$ cat src/rtl/dispatch_ctrl_if.sv
// Renamed-instruction type plus the rename->dispatch and dispatch->RS handshake bundles.
package types_pkg;
  localparam int PREG_W = 7;
  localparam int TAG_W  = 4;

  typedef struct packed {
    logic [PREG_W-1:0] ps1;
    logic [PREG_W-1:0] ps2;
    logic [PREG_W-1:0] pd_new;
    logic [TAG_W-1:0]  rob_tag;
    logic [5:0]        opcode;
    logic              fu_alu;
    logic              fu_br;
    logic              fu_mem;
  } rename_data;
endpackage

interface dispatch_in_if;
  import types_pkg::*;
  logic       valid_in;
  rename_data data_in;
  logic       ready_in;

  modport master (output valid_in, data_in, input ready_in);
  modport slave  (input valid_in, data_in, output ready_in);
endinterface

interface dispatch_rs_if;
  import types_pkg::*;
  rename_data dis_data;
  logic       ps1_rdy;
  logic       ps2_rdy;
  logic       alu_valid;
  logic       alu_ready;
  logic       br_valid;
  logic       br_ready;
  logic       mem_valid;
  logic       mem_ready;

  modport master (output dis_data, ps1_rdy, ps2_rdy, alu_valid, br_valid, mem_valid,
                  input  alu_ready, br_ready, mem_ready);
  modport slave  (input  dis_data, ps1_rdy, ps2_rdy, alu_valid, br_valid, mem_valid,
                  output alu_ready, br_ready, mem_ready);
endinterface

$ cat src/rtl/dispatch_ctrl.sv
// Dispatch stage: ROB-credit gating, one-entry holding register steered to ALU/BR/MEM RS,
// and the physical-register ready scoreboard.
module dispatch_ctrl
  import types_pkg::*;
#(
  parameter int ROB_DEPTH = 16,
  parameter int CNT_W     = 5,
  parameter int NUM_PREG  = 128
) (
  input  logic               clk,
  input  logic               reset_n,
  dispatch_in_if.slave       ren,
  input  logic               rob_retire,
  input  logic               mispredict,
  input  logic [CNT_W-1:0]   rob_count_rst,
  input  logic               wb_valid,
  input  logic [PREG_W-1:0]  wb_preg,
  dispatch_rs_if.master      rs,
  output logic [CNT_W-1:0]   rob_count
);

  typedef enum logic {EMPTY, FULL} state_t;

  state_t             state_reg, state_next;
  rename_data         data_reg;
  logic               ps1_rdy_reg, ps2_rdy_reg;
  logic [CNT_W-1:0]   rob_count_reg;
  logic [NUM_PREG-1:0] sb_reg;

  logic target_ready;
  logic fire;
  logic accept;

  assign target_ready = data_reg.fu_mem ? rs.mem_ready :
                        data_reg.fu_br  ? rs.br_ready  : rs.alu_ready;
  assign fire         = (state_reg == FULL) && target_ready;
  assign ren.ready_in = !mispredict && (rob_count_reg < CNT_W'(ROB_DEPTH)) &&
                        ((state_reg == EMPTY) || fire);
  assign accept       = ren.valid_in && ren.ready_in;

  always_ff @(posedge clk or negedge reset_n) begin
    if (!reset_n) state_reg <= EMPTY;
    else          state_reg <= state_next;
  end

  always_comb begin
    state_next   = state_reg;
    rs.alu_valid = 1'b0;
    rs.br_valid  = 1'b0;
    rs.mem_valid = 1'b0;
    if (mispredict) begin
      state_next = EMPTY;
    end else begin
      case (state_reg)
        EMPTY:   if (accept) state_next = FULL;
        FULL:    if (fire && !accept) state_next = EMPTY;
        default: state_next = EMPTY;
      endcase
    end
    if (state_reg == FULL) begin
      if (data_reg.fu_mem)     rs.mem_valid = 1'b1;
      else if (data_reg.fu_br) rs.br_valid  = 1'b1;
      else                     rs.alu_valid = 1'b1;
    end
  end

  // Source readiness is sampled at accept with a same-cycle writeback bypass, then only ever set.
  always_ff @(posedge clk or negedge reset_n) begin
    if (!reset_n) begin
      data_reg    <= '0;
      ps1_rdy_reg <= 1'b0;
      ps2_rdy_reg <= 1'b0;
    end else if (accept) begin
      data_reg    <= ren.data_in;
      ps1_rdy_reg <= sb_reg[ren.data_in.ps1] || (wb_valid && (wb_preg == ren.data_in.ps1));
      ps2_rdy_reg <= sb_reg[ren.data_in.ps2] || (wb_valid && (wb_preg == ren.data_in.ps2));
    end else if (state_reg == FULL) begin
      if (wb_valid && (wb_preg == data_reg.ps1)) ps1_rdy_reg <= 1'b1;
      if (wb_valid && (wb_preg == data_reg.ps2)) ps2_rdy_reg <= 1'b1;
    end
  end

  always_ff @(posedge clk or negedge reset_n) begin
    if (!reset_n)                                        rob_count_reg <= '0;
    else if (mispredict)                                 rob_count_reg <= rob_count_rst;
    else if (accept && !rob_retire)                      rob_count_reg <= rob_count_reg + CNT_W'(1);
    else if (!accept && rob_retire && rob_count_reg != '0) rob_count_reg <= rob_count_reg - CNT_W'(1);
  end

  // Preg 0 is never cleared (pd_new == 0 means no destination), so it stays ready from reset.
  for (genvar gi = 0; gi < NUM_PREG; gi++) begin : g_sb
    logic sb_clr, sb_set;
    assign sb_clr = accept && (ren.data_in.pd_new != '0) && (ren.data_in.pd_new == PREG_W'(gi));
    assign sb_set = wb_valid && (wb_preg == PREG_W'(gi));

    always_ff @(posedge clk or negedge reset_n) begin
      if (!reset_n)    sb_reg[gi] <= 1'b1;
      else if (sb_clr) sb_reg[gi] <= 1'b0;
      else if (sb_set) sb_reg[gi] <= 1'b1;
    end
  end

  assign rs.dis_data = data_reg;
  assign rs.ps1_rdy  = ps1_rdy_reg;
  assign rs.ps2_rdy  = ps2_rdy_reg;
  assign rob_count   = rob_count_reg;

endmodule

$ cat src/flat_wrapper.sv
// flat-port wrapper written by rule: the top's interface ports become plain ports
module dispatch_ctrl_flat import types_pkg::*;
#(
  parameter int ROB_DEPTH = 16,
  parameter int CNT_W     = 5,
  parameter int NUM_PREG  = 128
)
  (clk, reset_n, rob_retire, mispredict, rob_count_rst, wb_valid, wb_preg, rob_count, ren_valid_in, ren_data_in, ren_ready_in, rs_dis_data, rs_ps1_rdy, rs_ps2_rdy, rs_alu_valid, rs_br_valid, rs_mem_valid, rs_alu_ready, rs_br_ready, rs_mem_ready);
  dispatch_in_if ren_i ();
  dispatch_rs_if rs_i ();
  input  logic clk;
  input  logic reset_n;
  input  logic rob_retire;
  input  logic mispredict;
  input  logic [CNT_W-1:0] rob_count_rst;
  input  logic wb_valid;
  input  logic [PREG_W-1:0] wb_preg;
  output logic [CNT_W-1:0] rob_count;
  input wire logic [$bits(ren_i.valid_in)-1:0] ren_valid_in;
  input wire logic [$bits(ren_i.data_in)-1:0] ren_data_in;
  output wire logic [$bits(ren_i.ready_in)-1:0] ren_ready_in;
  output wire logic [$bits(rs_i.dis_data)-1:0] rs_dis_data;
  output wire logic [$bits(rs_i.ps1_rdy)-1:0] rs_ps1_rdy;
  output wire logic [$bits(rs_i.ps2_rdy)-1:0] rs_ps2_rdy;
  output wire logic [$bits(rs_i.alu_valid)-1:0] rs_alu_valid;
  output wire logic [$bits(rs_i.br_valid)-1:0] rs_br_valid;
  output wire logic [$bits(rs_i.mem_valid)-1:0] rs_mem_valid;
  input wire logic [$bits(rs_i.alu_ready)-1:0] rs_alu_ready;
  input wire logic [$bits(rs_i.br_ready)-1:0] rs_br_ready;
  input wire logic [$bits(rs_i.mem_ready)-1:0] rs_mem_ready;
  assign ren_i.valid_in = ren_valid_in;
  assign ren_i.data_in = ren_data_in;
  assign ren_ready_in = ren_i.ready_in;
  assign rs_dis_data = rs_i.dis_data;
  assign rs_ps1_rdy = rs_i.ps1_rdy;
  assign rs_ps2_rdy = rs_i.ps2_rdy;
  assign rs_alu_valid = rs_i.alu_valid;
  assign rs_br_valid = rs_i.br_valid;
  assign rs_mem_valid = rs_i.mem_valid;
  assign rs_i.alu_ready = rs_alu_ready;
  assign rs_i.br_ready = rs_br_ready;
  assign rs_i.mem_ready = rs_mem_ready;
  dispatch_ctrl #(.ROB_DEPTH(ROB_DEPTH), .CNT_W(CNT_W), .NUM_PREG(NUM_PREG)) u_core (.clk(clk), .reset_n(reset_n), .ren(ren_i), .rob_retire(rob_retire), .mispredict(mispredict), .rob_count_rst(rob_count_rst), .wb_valid(wb_valid), .wb_preg(wb_preg), .rs(rs_i), .rob_count(rob_count));
endmodule
$ cat config.mk
export PLATFORM = sky130hd
export DESIGN_NAME = dispatch_ctrl_flat
export DESIGN_NICKNAME = d
export VERILOG_FILES = /design/src/rtl/dispatch_ctrl_if.sv /design/src/rtl/dispatch_ctrl.sv /design/src/flat_wrapper.sv
export SDC_FILE = /design/constraint.sdc
export NUM_CORES = 1
export LEC_CHECK = 0
export BUFFER_PORTS_ARGS = -buffer_cell sky130_fd_sc_hd__buf_2
export CAP_MARGIN = 10
export CORE_MARGIN = 4
export CORE_UTILIZATION = 40
export CTS_CLUSTER_DIAMETER = 30
export DETAILED_ROUTE_END_ITERATION = 10
export HOLD_SLACK_MARGIN = 0.1
export PLACE_DENSITY = 0.63
export SLEW_MARGIN = 10
export SYNTH_ARGS = -nofsm -noshare
export SYNTH_HDL_FRONTEND = slang
export SYNTH_SLANG_ARGS = --single-unit
$ cat constraint.sdc
create_clock -name clk -period 6.75 [get_ports clk]
set_input_delay 1.6875 -clock clk [delete_from_list [all_inputs] [get_ports clk]]
set_output_delay 1.6875 -clock clk [all_outputs]
set_load 0.1 [all_outputs]
# Word level (Yosys, flattened, before mapping)
# Cells that the tools add are included.
[word_totals] reg_bits=170 input_bits=55 word_cells=1100
[classes] addsub=2 n_lt_le_gt_ge=3 eq_ne=258 n_mux=283 n_bitwise=1 reduce_logical=413
[op_table] cell="equality test 7 bit (second input constant)" n=128
[op_table] cell="equality test 7 x 6 -> 1 bit (second input constant)" n=64
[op_table] cell="2-to-1 mux 1 bit" n=277
[op_table] cell="logical AND 1 bit" n=269
[op_table] cell="nonzero test 2 bit" n=131
[op_table] cell="equality test 7 x 5 -> 1 bit (second input constant)" n=32
[op_table] cell="equality test 7 x 4 -> 1 bit (second input constant)" n=16
[op_table] cell="equality test 7 x 3 -> 1 bit (second input constant)" n=8
[op_table] cell="equality test 7 x 2 -> 1 bit (second input constant)" n=4
[op_table] cell="equality test 7 bit" n=4
[op_table] cell="< comparator 7 x 8 -> 1 bit (second input constant)" n=2
[op_table] cell="2-to-1 mux 5 bit" n=3
[op_table] cell="binary-select mux 1 bit (select 7 bit)" n=2
[op_table] cell="equality test 7 x 1 -> 1 bit (second input constant)" n=2
[op_table] cell="logical NOT 7 bit" n=2
[op_table] cell="nonzero test 7 bit" n=1
[op_table] cell="adder 5 x 1 -> 5 bit (second input constant)" n=1
[op_table] cell="< comparator 5 bit (second input constant)" n=1
[op_table] cell="nonzero test 5 bit" n=1
[op_table] cell="subtractor 5 x 1 -> 5 bit (second input constant)" n=1
[op_table] cell="AND reduction 2 bit" n=2
[op_table] cell="logical NOT 1 bit" n=3
[op_table] cell="logical OR 1 bit" n=3
[op_table] cell="nonzero test 3 bit" n=1
[op_table] cell="other kinds (2)" n=2

# Logic depth before layout (Yosys ltp)
# Gate-level depths: netlist of run 1.
[logic_depth] ltp_word=12 ltp_mapped=12

# Least setup slack after synthesis of run 1
# Ideal clock, no wire load.
[synth_path] path_kind="input to output" from="input mispredict" to="output ren_ready_in" arrival_ns=2.822 required_ns=5.062 slack_ns=2.241 stages=3 n_path_buf=1 path_cell_list="buf_2 -> nor2_1 -> o211a_1"
[synth_via] elab_chain_cells=3
[synth_rtl] element="start, declared" line_no="flat_wrapper.sv:14" source="input logic mispredict;"
[synth_rtl] element="logical NOT 1 bit" line_no="dispatch_ctrl.sv:37" source="assign ren.ready_in = !mispredict && (rob_count_reg < CNT_W'(ROB_DEPTH)) &&"
[synth_rtl] element="logical AND 1 bit (2 in a row)" line_no="dispatch_ctrl.sv:37"
[synth_rtl] element="end, declared" line_no="flat_wrapper.sv:21" source="output wire logic [$bits(ren_i.ready_in)-1:0] ren_ready_in;"
# Every way passes these cells.

# Worst setup path in the final report of run 1
# Same ends and word-level chain as after synthesis.

==> results of run 1 <==
==> synthesized netlist by cell type, types with 2 or more instances <==
master	instances	area, sq um
o21ai_0	10	50.1
o22ai_1	2	12.5
nor2_1	39	146
mux4_1	15	394
nor2b_1	6	37.5
a32oi_1	2	17.5
and3_1	5	31.3
mux4_2	35	788
a211oi_1	2	15.0
nand3_1	11	55.1
nand2_1	117	439
a22o_1	2	17.5
a22oi_1	7	52.6
a31oi_1	4	25.0
clkbuf_1	37	139
or4_1	2	15.0
inv_1	10	37.5
nand4_1	6	37.5
dfstp_2	128	3360
mux2_2	10	113
buf_6	2	22.5
dfrtp_1	42	1050
buf_4	9	67.6
ha_1	3	37.5
nor3_1	22	110
nor4_1	7	43.8
xor2_1	16	140
nand2b_1	12	75.1
nor3b_1	7	52.6
a21oi_1	261	1310
and2_1	18	113
and3b_1	3	26.3
a21o_1	3	22.5
a2111oi_0	4	35.0
buf_2	16	80.1
xnor2_1	15	131
buf_1	2	7.51
nand3b_1	3	22.5
mux2i_1	41	410
==> final cells by class <==
| class | count | area, sq um |
|---|---|---|
| tap | 324 | 405 |
| inverter | 11 | 41.3 |
| timing repair buffer | 118 | 644 |
| sequential | 170 | 4410 |
| multi-input combinational | 714 | 5040 |
| fill | 2331 | 13100 |
| clock inverter | 13 | 156 |
| clock buffer | 19 | 443 |
==> metal layers <==
metal	global-route usage	up-vias
met5	0	-
met4	0.106	0
met3	0.0539	95
met2	0.391	453
met1	0.317	4250
li1	-	3681
==> worst paths after layout <==
kind                                                    start                                  to  slack, ns  depth (start not counted)
setup reg to reg            u_core.rs.dis_data[1]$_DFFE_PN0N_     u_core.rob_count[4]$_DFFE_PN0P_       3.98                         11
max in group asynchronous                             reset_n   u_core.rs.dis_data[3]$_DFFE_PN0N_       4.31                          2
setup / recovery                                   mispredict                        ren_ready_in       2.35                          4
hold / removal             u_core.rs.dis_data[14]$_DFFE_PN0N_  u_core.rs.dis_data[14]$_DFFE_PN0N_       0.47                          2
hold reg to reg            u_core.rs.dis_data[14]$_DFFE_PN0N_  u_core.rs.dis_data[14]$_DFFE_PN0N_       0.47                          2
min in group asynchronous                             reset_n       u_core.rs.ps1_rdy$_DFFE_PN0P_       1.26                          1
==> placed cells by master, fill, tap and decap left out, types with 5 or more instances in the layout <==
cell type / count
mux4_1: 15
nor3_1: 21
o21ai_0: 10
inv_1: 10
dfrtp_1: 42
xnor2_1: 15
mux2_2: 10
and2_1: 18
clkbuf_16: 17
nand3_1: 11
dfstp_2: 128
buf_4: 19
nor3b_1: 7
nor4_1: 7
mux4_2: 35
and3_1: 5
nand2b_1: 12
nand2_1: 117
nor2b_1: 6
xor2_1: 16
a22oi_1: 7
a21oi_1: 261
buf_2: 98
nor2_1: 39
mux2i_1: 41
nand4_1: 6
==> power groups by stage <==
stage	clock (W)	combinational (W)	sequential (W)
after floorplan	0	0.000451	0.00195
after global placement	0	0.00124	0.00143
after detailed placement	0	0.00125	0.00144
after CTS	0.00102	0.00125	0.00142
after global routing	0.00106	0.00132	0.00145
final	0.00101	0.00125	0.00143
==> worst max-delay path, delay by kind of cell <==
| kind | cells | cell delay [ns] |
|---|---|---|
| compound gates | 1 | 0.19 |
| simple gates | 1 | 0.26 |
| buf+inv | 2 | 0.57 |
==> per-stage QoR <==
step	std cells	utilization
floorplan	962	-
global placement	1337	0.435
detailed placement	1337	0.435
CTS	1369	0.460
global route	1369	0.460
finish	1369	0.460
==> cells by family after synthesis <==
family          after synthesis
flops                       170
simple gates                266
xor+xnor                     31
compound gates              312
mux                         101
fa+ha+maj                     4
buf+inv                      78
==> flow_summary.json, run 1 <==
{
  "outcome": "complete, no violations",
  "post_cts_buffers": 0,
  "grt_setup_unrepaired": "false",
  "tightest_slew_ns": 1.21,
  "synth_xor_area_frac": 0.0277,
  "synth_top_family_by_area": "compound AO/OA/AOI/OAI gates",
  "synth_edf_count": 0,
  "nets": 1091,
  "syn-num-nets": 1021,
  "drv_slew": 0,
  "syn_area_sq_um": 9820,
  "relSlewSlack": 0.186,
  "path_class": "input pin to primary output",
  "worstHoldPathType": "flip-flop to flip-flop",
  "cts_inserted_buffers": 17,
  "start_kind": "input pin",
  "switching_power_w": 0.00153,
  "switching_share": 0.414,
  "pwr_density_cell_nw_per_um2": 331,
  "vias_per_cell": 6.19,
  "fin_tns_setup_ns": 0,
  "synthSimpleGateAreaFrac": 0.131,
  "wl_per_cell_microns": 23.9,
  "worst_path_most_repeated_cell": "buf_2",
  "hold_violations": 0,
  "syn_to_final_growth_pct": 13.5,
  "ys_types": 65,
  "clkTransAtPathRegs_ns": 0.07,
  "min_period_over_period": 0.652,
  "grt_max_degree": 62,
  "end_kind": "primary output",
  "drc_errors": 0,
  "clockRootBuffer": "clkbuf_16",
  "ctsResizeCount": 0,
  "detail-route-antenna-nets": 0,
  "wl_met1_mm": 13.2,
  "report.power.total_w": 0.00369,
  "dr_wl_met2_mm": 15.5,
  "cts.htree.levels": 4,
  "pre_cts_slack_ns": 2.34,
  "p_int_w": 0.00216,
  "avgSynthCellArea_sq_um": 10.2,
  "synth_adder_area_share": 0.00586,
  "synth_seq_cells": 170,
  "start_util": 0.405,
  "dpl_cell_area_sq_um": 10500,
  "via_count": 8479,
  "n_antenna_cell": 0,
  "routed_wl_mm": 32.8,
  "portBuffers": 99,
  "synth_seq_area_share": 0.450,
  "grt_pass1_vias": 8342,
  "overflow": 0,
  "slowest_stage": "buf_2",
  "max_stage_delay_ns": 0.42,
  "synth_cells": 962,
  "clk_latency_ns": 0.43,
  "power_frac_clock": 0.273,
  "fmax_mhz": 227,
  "drive_gt1_frac": 0.315,
  "holdWs_ns": 0.470,
  "cts_hold_buffers": 0,
  "async_flop_share": 1.00,
  "power_frac_comb": 0.340,
  "largest_register_ffs": 128,
  "antenna_found_initial": 0,
  "fin_ws_ns": 2.35,
  "cp.required_ns": 5.06,
  "critical_path_arrival_ns": 2.71,
  "gp_congestion": 0.965,
  "period_needed_ns": 4.40,
  "dpl.hpwl_mm": 23.1,
  "drtIter0Drc": 1085,
  "worstPathMaxFanout": 9,
  "dr.max_layer_used": "met4",
  "ios": 100,
  "ir_worst_vdd_mv": 0.212,
  "clock_sinks": 170,
  "cts_tree": "yes",
  "die_y_microns": 165,
  "die_area_sq_um": 27100,
  "synth-compound-area-share": 0.174,
  "routed-wl-met3_mm": 2.75,
  "sequentialPowerShare": 0.387,
  "path_cells": "buf_2, nor2_1, o211a_1, buf_2",
  "dr.pass1.iters": 5,
  "synthMuxAreaShare": 0.174,
  "grt_pass1_wl_mm": 50.1,
  "core_sq_um": 24200,
  "setup_viol": 0,
  "ys_warn_count": 0,
  "clockBufferDepth": 2,
  "leakagePower_nw": 4.64,
  "die_w_microns": 165,
  "core.rowCount": 57,
  "synth_flop_cell": "dfstp_2",
  "maxCapViolCount": 0,
  "track_usage": 0.243,
  "final_area_sq_um": 11100,
  "finalClockSkew_ns": 0.00997
}
(Power assumes the default switching activity.)
==> run 2: changes to the inputs <==
Settings changed: ABC_AREA set to 1.
Clock period 6.75 ns to 4.5 ns, I/O delays scaled along.
==> flow_summary.json, run 2 <==
{
  "relSlewSlack": 0.0992,
  "synth_area_leaders": "dfstp_2, nand2_1, nand3_1, dfrtp_1, a21oi_1",
  "leakagePower_nw": 4.94,
  "synth_seq_cells": 170,
  "cts.htree.levels": 4,
  "gp_congestion": 1.03,
  "worstHoldPathType": "flip-flop to flip-flop",
  "overflow": 0,
  "post_cts_buffers": 0,
  "nets": 1513,
  "dpl.hpwl_mm": 27.4,
  "report.power.total_w": 0.00649,
  "syn_area_sq_um": 10300,
  "multi_input_area_sq_um": 5110,
  "track_usage": 0.286,
  "setup_viol": 0,
  "outcome": "complete, no violations",
  "cts_inserted_buffers": 17,
  "synth_top_area_share": 0.327,
  "fin_tns_setup_ns": 0,
  "worstPathMaxFanout": 2,
  "via_count": 11000,
  "switching_share": 0.493,
  "critical_path_arrival_ns": 1.97,
  "avgSynthCellArea_sq_um": 7.35,
  "finalClockSkew_ns": 0.0167,
  "antenna_found_initial": 0,
  "start_kind": "input pin",
  "wl_per_cell_microns": 22.9,
  "clk_latency_ns": 0.45,
  "most-common-layout-cells": "nand2_1, nand3_1, a21oi_1",
  "synth_cells": 1400,
  "grt_max_degree": 84,
  "ys_types": 39,
  "maxCapViolCount": 0,
  "die_w_microns": 168,
  "ios": 100,
  "synth_commonest_cells": "nand2_1, nand3_1, a21oi_1, dfstp_2, a31oi_1",
  "drc_errors": 0,
  "clockBufferDepth": 2,
  "routed_wl_mm": 41.2,
  "syn_to_final_growth_pct": 11.8,
  "synth_edf_count": 0,
  "path_class": "input pin to primary output",
  "synth_seq_area_share": 0.429,
  "async_flop_share": 1.00,
  "min_period_over_period": 0.687,
  "fin_ws_ns": 1.41,
  "yosysTopAreaCell": "dfstp_2",
  "hold_violations": 0,
  "detail-route-antenna-nets": 0,
  "drive_gt1_frac": 0.218,
  "grt_setup_unrepaired": "false",
  "die_y_microns": 168,
  "p_int_w": 0.00329,
  "core.rowCount": 58,
  "pre_cts_slack_ns": 1.40,
  "pwr_density_cell_nw_per_um2": 564,
  "start_util": 0.408,
  "largest_register_ffs": 128,
  "tightest_slew_ns": 1.34,
  "layout_commonest_cell": "nand2_1",
  "synth_flop_cell": "dfstp_2",
  "power_frac_clock": 0.236,
  "seqCellArea_sq_um": 4410,
  "drv_slew": 0,
  "ys_warn_count": 0,
  "vias_per_cell": 6.13,
  "switching_power_w": 0.00320,
  "cts_hold_buffers": 0,
  "drtIter0Drc": 1828,
  "die_area_sq_um": 28400,
  "syn-num-nets": 1459,
  "post-synth-top-count-cell": "nand2_1",
  "fmax_mhz": 323,
  "fillers": 2597,
  "power_frac_comb": 0.415,
  "n_antenna_cell": 0,
  "period_needed_ns": 3.09,
  "sequentialPowerShare": 0.350,
  "clock_sinks": 170,
  "clockRootBuffer": "clkbuf_16",
  "grt_pass1_wl_mm": 62.7,
  "portBuffers": 99,
  "grt_pass1_vias": 10400,
  "dr.pass1.iters": 7,
  "cp.required_ns": 3.38,
  "ctsResizeCount": 0,
  "end_kind": "primary output",
  "core_sq_um": 25300,
  "clkTransAtPathRegs_ns": 0.07,
  "cts_tree": "yes",
  "ir_worst_vdd_mv": 0.630
}
==> run 2: cell count changes in the layout (fill, tap and decap cells not counted), moves of 12 or more <==
cell,before,now
o21ai_0,10,33
inv_1,10,55
nand2_1,117,416
nor2_1,39,56
inv_2,0,16
mux4_2,35,0
nand3_1,11,224
a31oi_1,4,80
mux2i_1,41,0
a21oi_1,261,183
nand2b_1,12,0
and2_1,18,0
mux4_1,15,0
==> run 2: routing by layer <==
metal  part of all wire  routed length, microns  global-route usage  up-vias
li1                   -                       -                   -     4903
met1               0.41                   16900               0.400     5262
met2               0.44                   18100               0.433      731
met3               0.12                    4750              0.0695      120
met4              0.035                    1440               0.104        0
met5                  0                       0                   0        -
==> run 2: area by class of cell <==
class | count | share of cell area
multi-input combinational | 1065 | 0.444
clock inverter | 15 | 0.0152
timing repair buffer | 123 | 0.0592
tap | 330 | 0.0359
clock buffer | 17 | 0.0369
sequential | 170 | 0.383
inverter | 77 | 0.0253
==> run 2: cells by family after synthesis <==
| group | share of synthesized area |
|---|---|
| AND/OR/NAND/NOR | 0.311 |
| XOR/XNOR | 0.00766 |
| AO/OA/AOI/OAI | 0.169 |
| flip-flops | 0.429 |
| buffers and inverters | 0.0786 |
| adder cells (fa/ha/maj) | 0.00559 |
==> run 2: critical path: stages <==
cell and delay (ns):
buf_2 0.08, nand3_1 0.07, nand3_1 0.13, nand2_2 0.09, inv_1 0.06, buf_2 0.41
==> run 2: worst paths after layout <==
| check | start | end | slack (ns) | cells after the start |
|---|---|---|---|---|
| min in group asynchronous | reset_n | u_core.rs.dis_data[15]$_DFFE_PN0N_ | 0.73 | 1 |
| hold reg to reg | u_core.rs.dis_data[9]$_DFFE_PN0N_ | u_core.rs.dis_data[9]$_DFFE_PN0N_ | 0.47 | 2 |
| max in group asynchronous | reset_n | u_core.sb_reg[11]$_DFFE_PN1P_ | 2.72 | 2 |
| setup reg to reg | u_core.rs.dis_data[0]$_DFFE_PN0N_ | u_core.sb_reg[66]$_DFFE_PN1P_ | 2.07 | 9 |
| hold / removal | u_core.rs.dis_data[9]$_DFFE_PN0N_ | u_core.rs.dis_data[9]$_DFFE_PN0N_ | 0.47 | 2 |
| setup / recovery | rs_alu_ready | ren_ready_in | 1.41 | 6 |
==> run 2: power groups by stage <==
stage | registers (W) | logic (W) | clock network, W
2_1_floorplan | 0.00351 | 0.000863 | 0
3_3_place_gp | 0.00228 | 0.00266 | 0
3_5_place_dp | 0.00228 | 0.00268 | 0
4_1_cts | 0.00226 | 0.00268 | 0.00154
5_1_grt | 0.00232 | 0.00285 | 0.00161
6_report | 0.00227 | 0.00269 | 0.00153
==> run 2: per-stage QoR <==
stage	util	instances	hold WS (ns)	cell area (sq um)
after global routing	0.456	1797	0.503	11500
after detailed placement	0.432	1765	0.458	10900
after CTS	0.456	1797	0.478	11500
after global placement	0.432	1765	0.450	10900
final	0.456	1797	0.474	11500
after floorplan	-	1400	0.495	10300
==> run 3: changes to the inputs <==
Clock period 4.5 ns to 2.9 ns, I/O delays scaled along.
==> flow_summary.json, run 3 (same netlist as run 2, synthesis figures left out) <==
{
  "antenna_found_initial": 0,
  "outcome": "complete, no violations",
  "grt_max_degree": 70,
  "dr.pass1.iters": 6,
  "ir_worst_vdd_mv": 1.12,
  "die_y_microns": 168,
  "crit_family": "buffers and inverters",
  "critical_path_arrival_ns": 1.76,
  "clk_latency_ns": 0.44,
  "die_w_microns": 168,
  "clkTransAtPathRegs_ns": 0.08,
  "crit_end": "ren_ready_in",
  "setup_viol": 0,
  "dpl.hpwl_mm": 26.1,
  "report.power.total_w": 0.0100,
  "die_area_sq_um": 28400,
  "seqCellArea_sq_um": 4410,
  "path_class": "flip-flop to primary output",
  "ctsResizeCount": 0,
  "drive_gt1_frac": 0.243,
  "max_stage_delay_ns": 0.46,
  "post_cts_buffers": 0,
  "worstHoldPathType": "input pin to asynchronous set/reset pin",
  "cts_hold_buffers": 0,
  "tightest_slew_ns": 0.766,
  "detail-route-antenna-nets": 0,
  "pwr_density_cell_nw_per_um2": 838,
  "path_depth": 6,
  "routed_wl_mm": 39.8,
  "fmax_mhz": 403,
  "worstReg2RegEnd": "u_core.rob_count[4]$_DFFE_PN0P_",
  "maxCapViolCount": 0,
  "wl_per_cell_microns": 21.6,
  "worstPathMaxFanout": 6,
  "reg2reg_depth": 13,
  "track_usage": 0.277,
  "cp.required_ns": 2.17,
  "end_kind": "primary output",
  "core_sq_um": 25300,
  "period_needed_ns": 2.48,
  "drv_slew": 0,
  "path_cells": "inv_2, nand3_1, nand3_1, nand2_2, inv_1, buf_2",
  "clockRootBuffer": "clkbuf_16",
  "drc_errors": 0,
  "ios": 100,
  "core.rowCount": 58,
  "gp_congestion": 0.954,
  "cts_inserted_buffers": 17,
  "cts_tree": "yes",
  "layout_commonest_cell": "nand2_1",
  "finalClockSkew_ns": 0.0172,
  "fillers": 2526,
  "critical_path.startpoint": "u_core.rs.dis_data[0]$_DFFE_PN0N_",
  "syn_to_final_growth_pct": 16.2,
  "hold_violations": 0,
  "grt_pass1_wl_mm": 61.5,
  "clockBufferDepth": 2,
  "via_count": 11000,
  "nets": 1559,
  "vias_per_cell": 6.00,
  "leakagePower_nw": 5.22,
  "dp.cells": 1811,
  "multi_input_area_sq_um": 5110,
  "drtIter0Drc": 1442,
  "grt_pass1_vias": 10400,
  "r2r-start": "u_core.state_reg$_DFF_PN0_",
  "most-common-layout-cells": "nand2_1, nand3_1, a21oi_1",
  "start_kind": "flip-flop",
  "clock_sinks": 170,
  "cts.htree.levels": 4,
  "slowest_stage": "dfrtp_1",
  "overflow": 0,
  "portBuffers": 99,
  "r2r_slack_ns": 0.53,
  "n_antenna_cell": 0,
  "min_period_over_period": 0.857,
  "relSlewSlack": 0.487,
  "largest_register_ffs": 128,
  "start_util": 0.408,
  "cp_num_buf_inv": 3,
  "worst_path_most_repeated_cell": "nand3_1",
  "final_cells": 1843,
  "grt_setup_unrepaired": "false"
}
run 3: changes by cell type in the layout (fill, tap and decap cells not counted), sizes merged:
cell and change:
clkinvlp -1, inv +1, clkinv +1, bufinv -1
buf +46
run 3: worst min path at each step:
stage	startpoint	end	slack, ns
CTS	reset_n	u_core.rs.dis_data[15]$_DFFE_PN0N_	0.21
global placement	u_core.rs.dis_data[9]$_DFFE_PN0N_	u_core.rs.dis_data[9]$_DFFE_PN0N_	0.45
floorplan	reset_n	u_core.rob_count[0]$_DFFE_PN0P_	0.43
global route	reset_n	u_core.rob_count[3]$_DFFE_PN0P_	0.22
finish	reset_n	u_core.rob_count[3]$_DFFE_PN0P_	0.21
detailed placement	u_core.rs.dis_data[2]$_DFFE_PN0N_	u_core.rs.dis_data[2]$_DFFE_PN0N_	0.46
run 3: where the power goes:
group          switching (W)  internal (W)
sequential          0.000435       0.00308
combinational        0.00335      0.000838
clock                0.00115       0.00116
run 3: metal layers:
layer	vias to the layer above	global-route usage	wire length (microns)
met1	5267	0.387	16400
met5	-	0	0
met3	112	0.0690	4530
li1	4990	-	-
met4	0	0.111	1480
met2	680	0.413	17400
run 3: cell type report:
class                   count  share of cell area
inverters                  77              0.0244
clock inverters            15              0.0142
repair buffers            169              0.0953
flip-flops and latches    170               0.369
well taps                 330              0.0345
multi-input cells        1065               0.427
clock buffers              17              0.0356
run 3: stage by stage:
step                      cell area (sq um)  setup TNS (ns)  worst slack [ns]  hold WS [ns]  utilization
after global placement                11400               0             0.280         0.451        0.450
after floorplan                       10300          -0.153            -0.153         0.429            -
after global routing                  12000               0             0.283         0.219        0.474
after CTS                             12000               0             0.388         0.209        0.474
final                                 12000               0             0.416         0.206        0.474
after detailed placement              11400               0             0.260         0.455        0.450
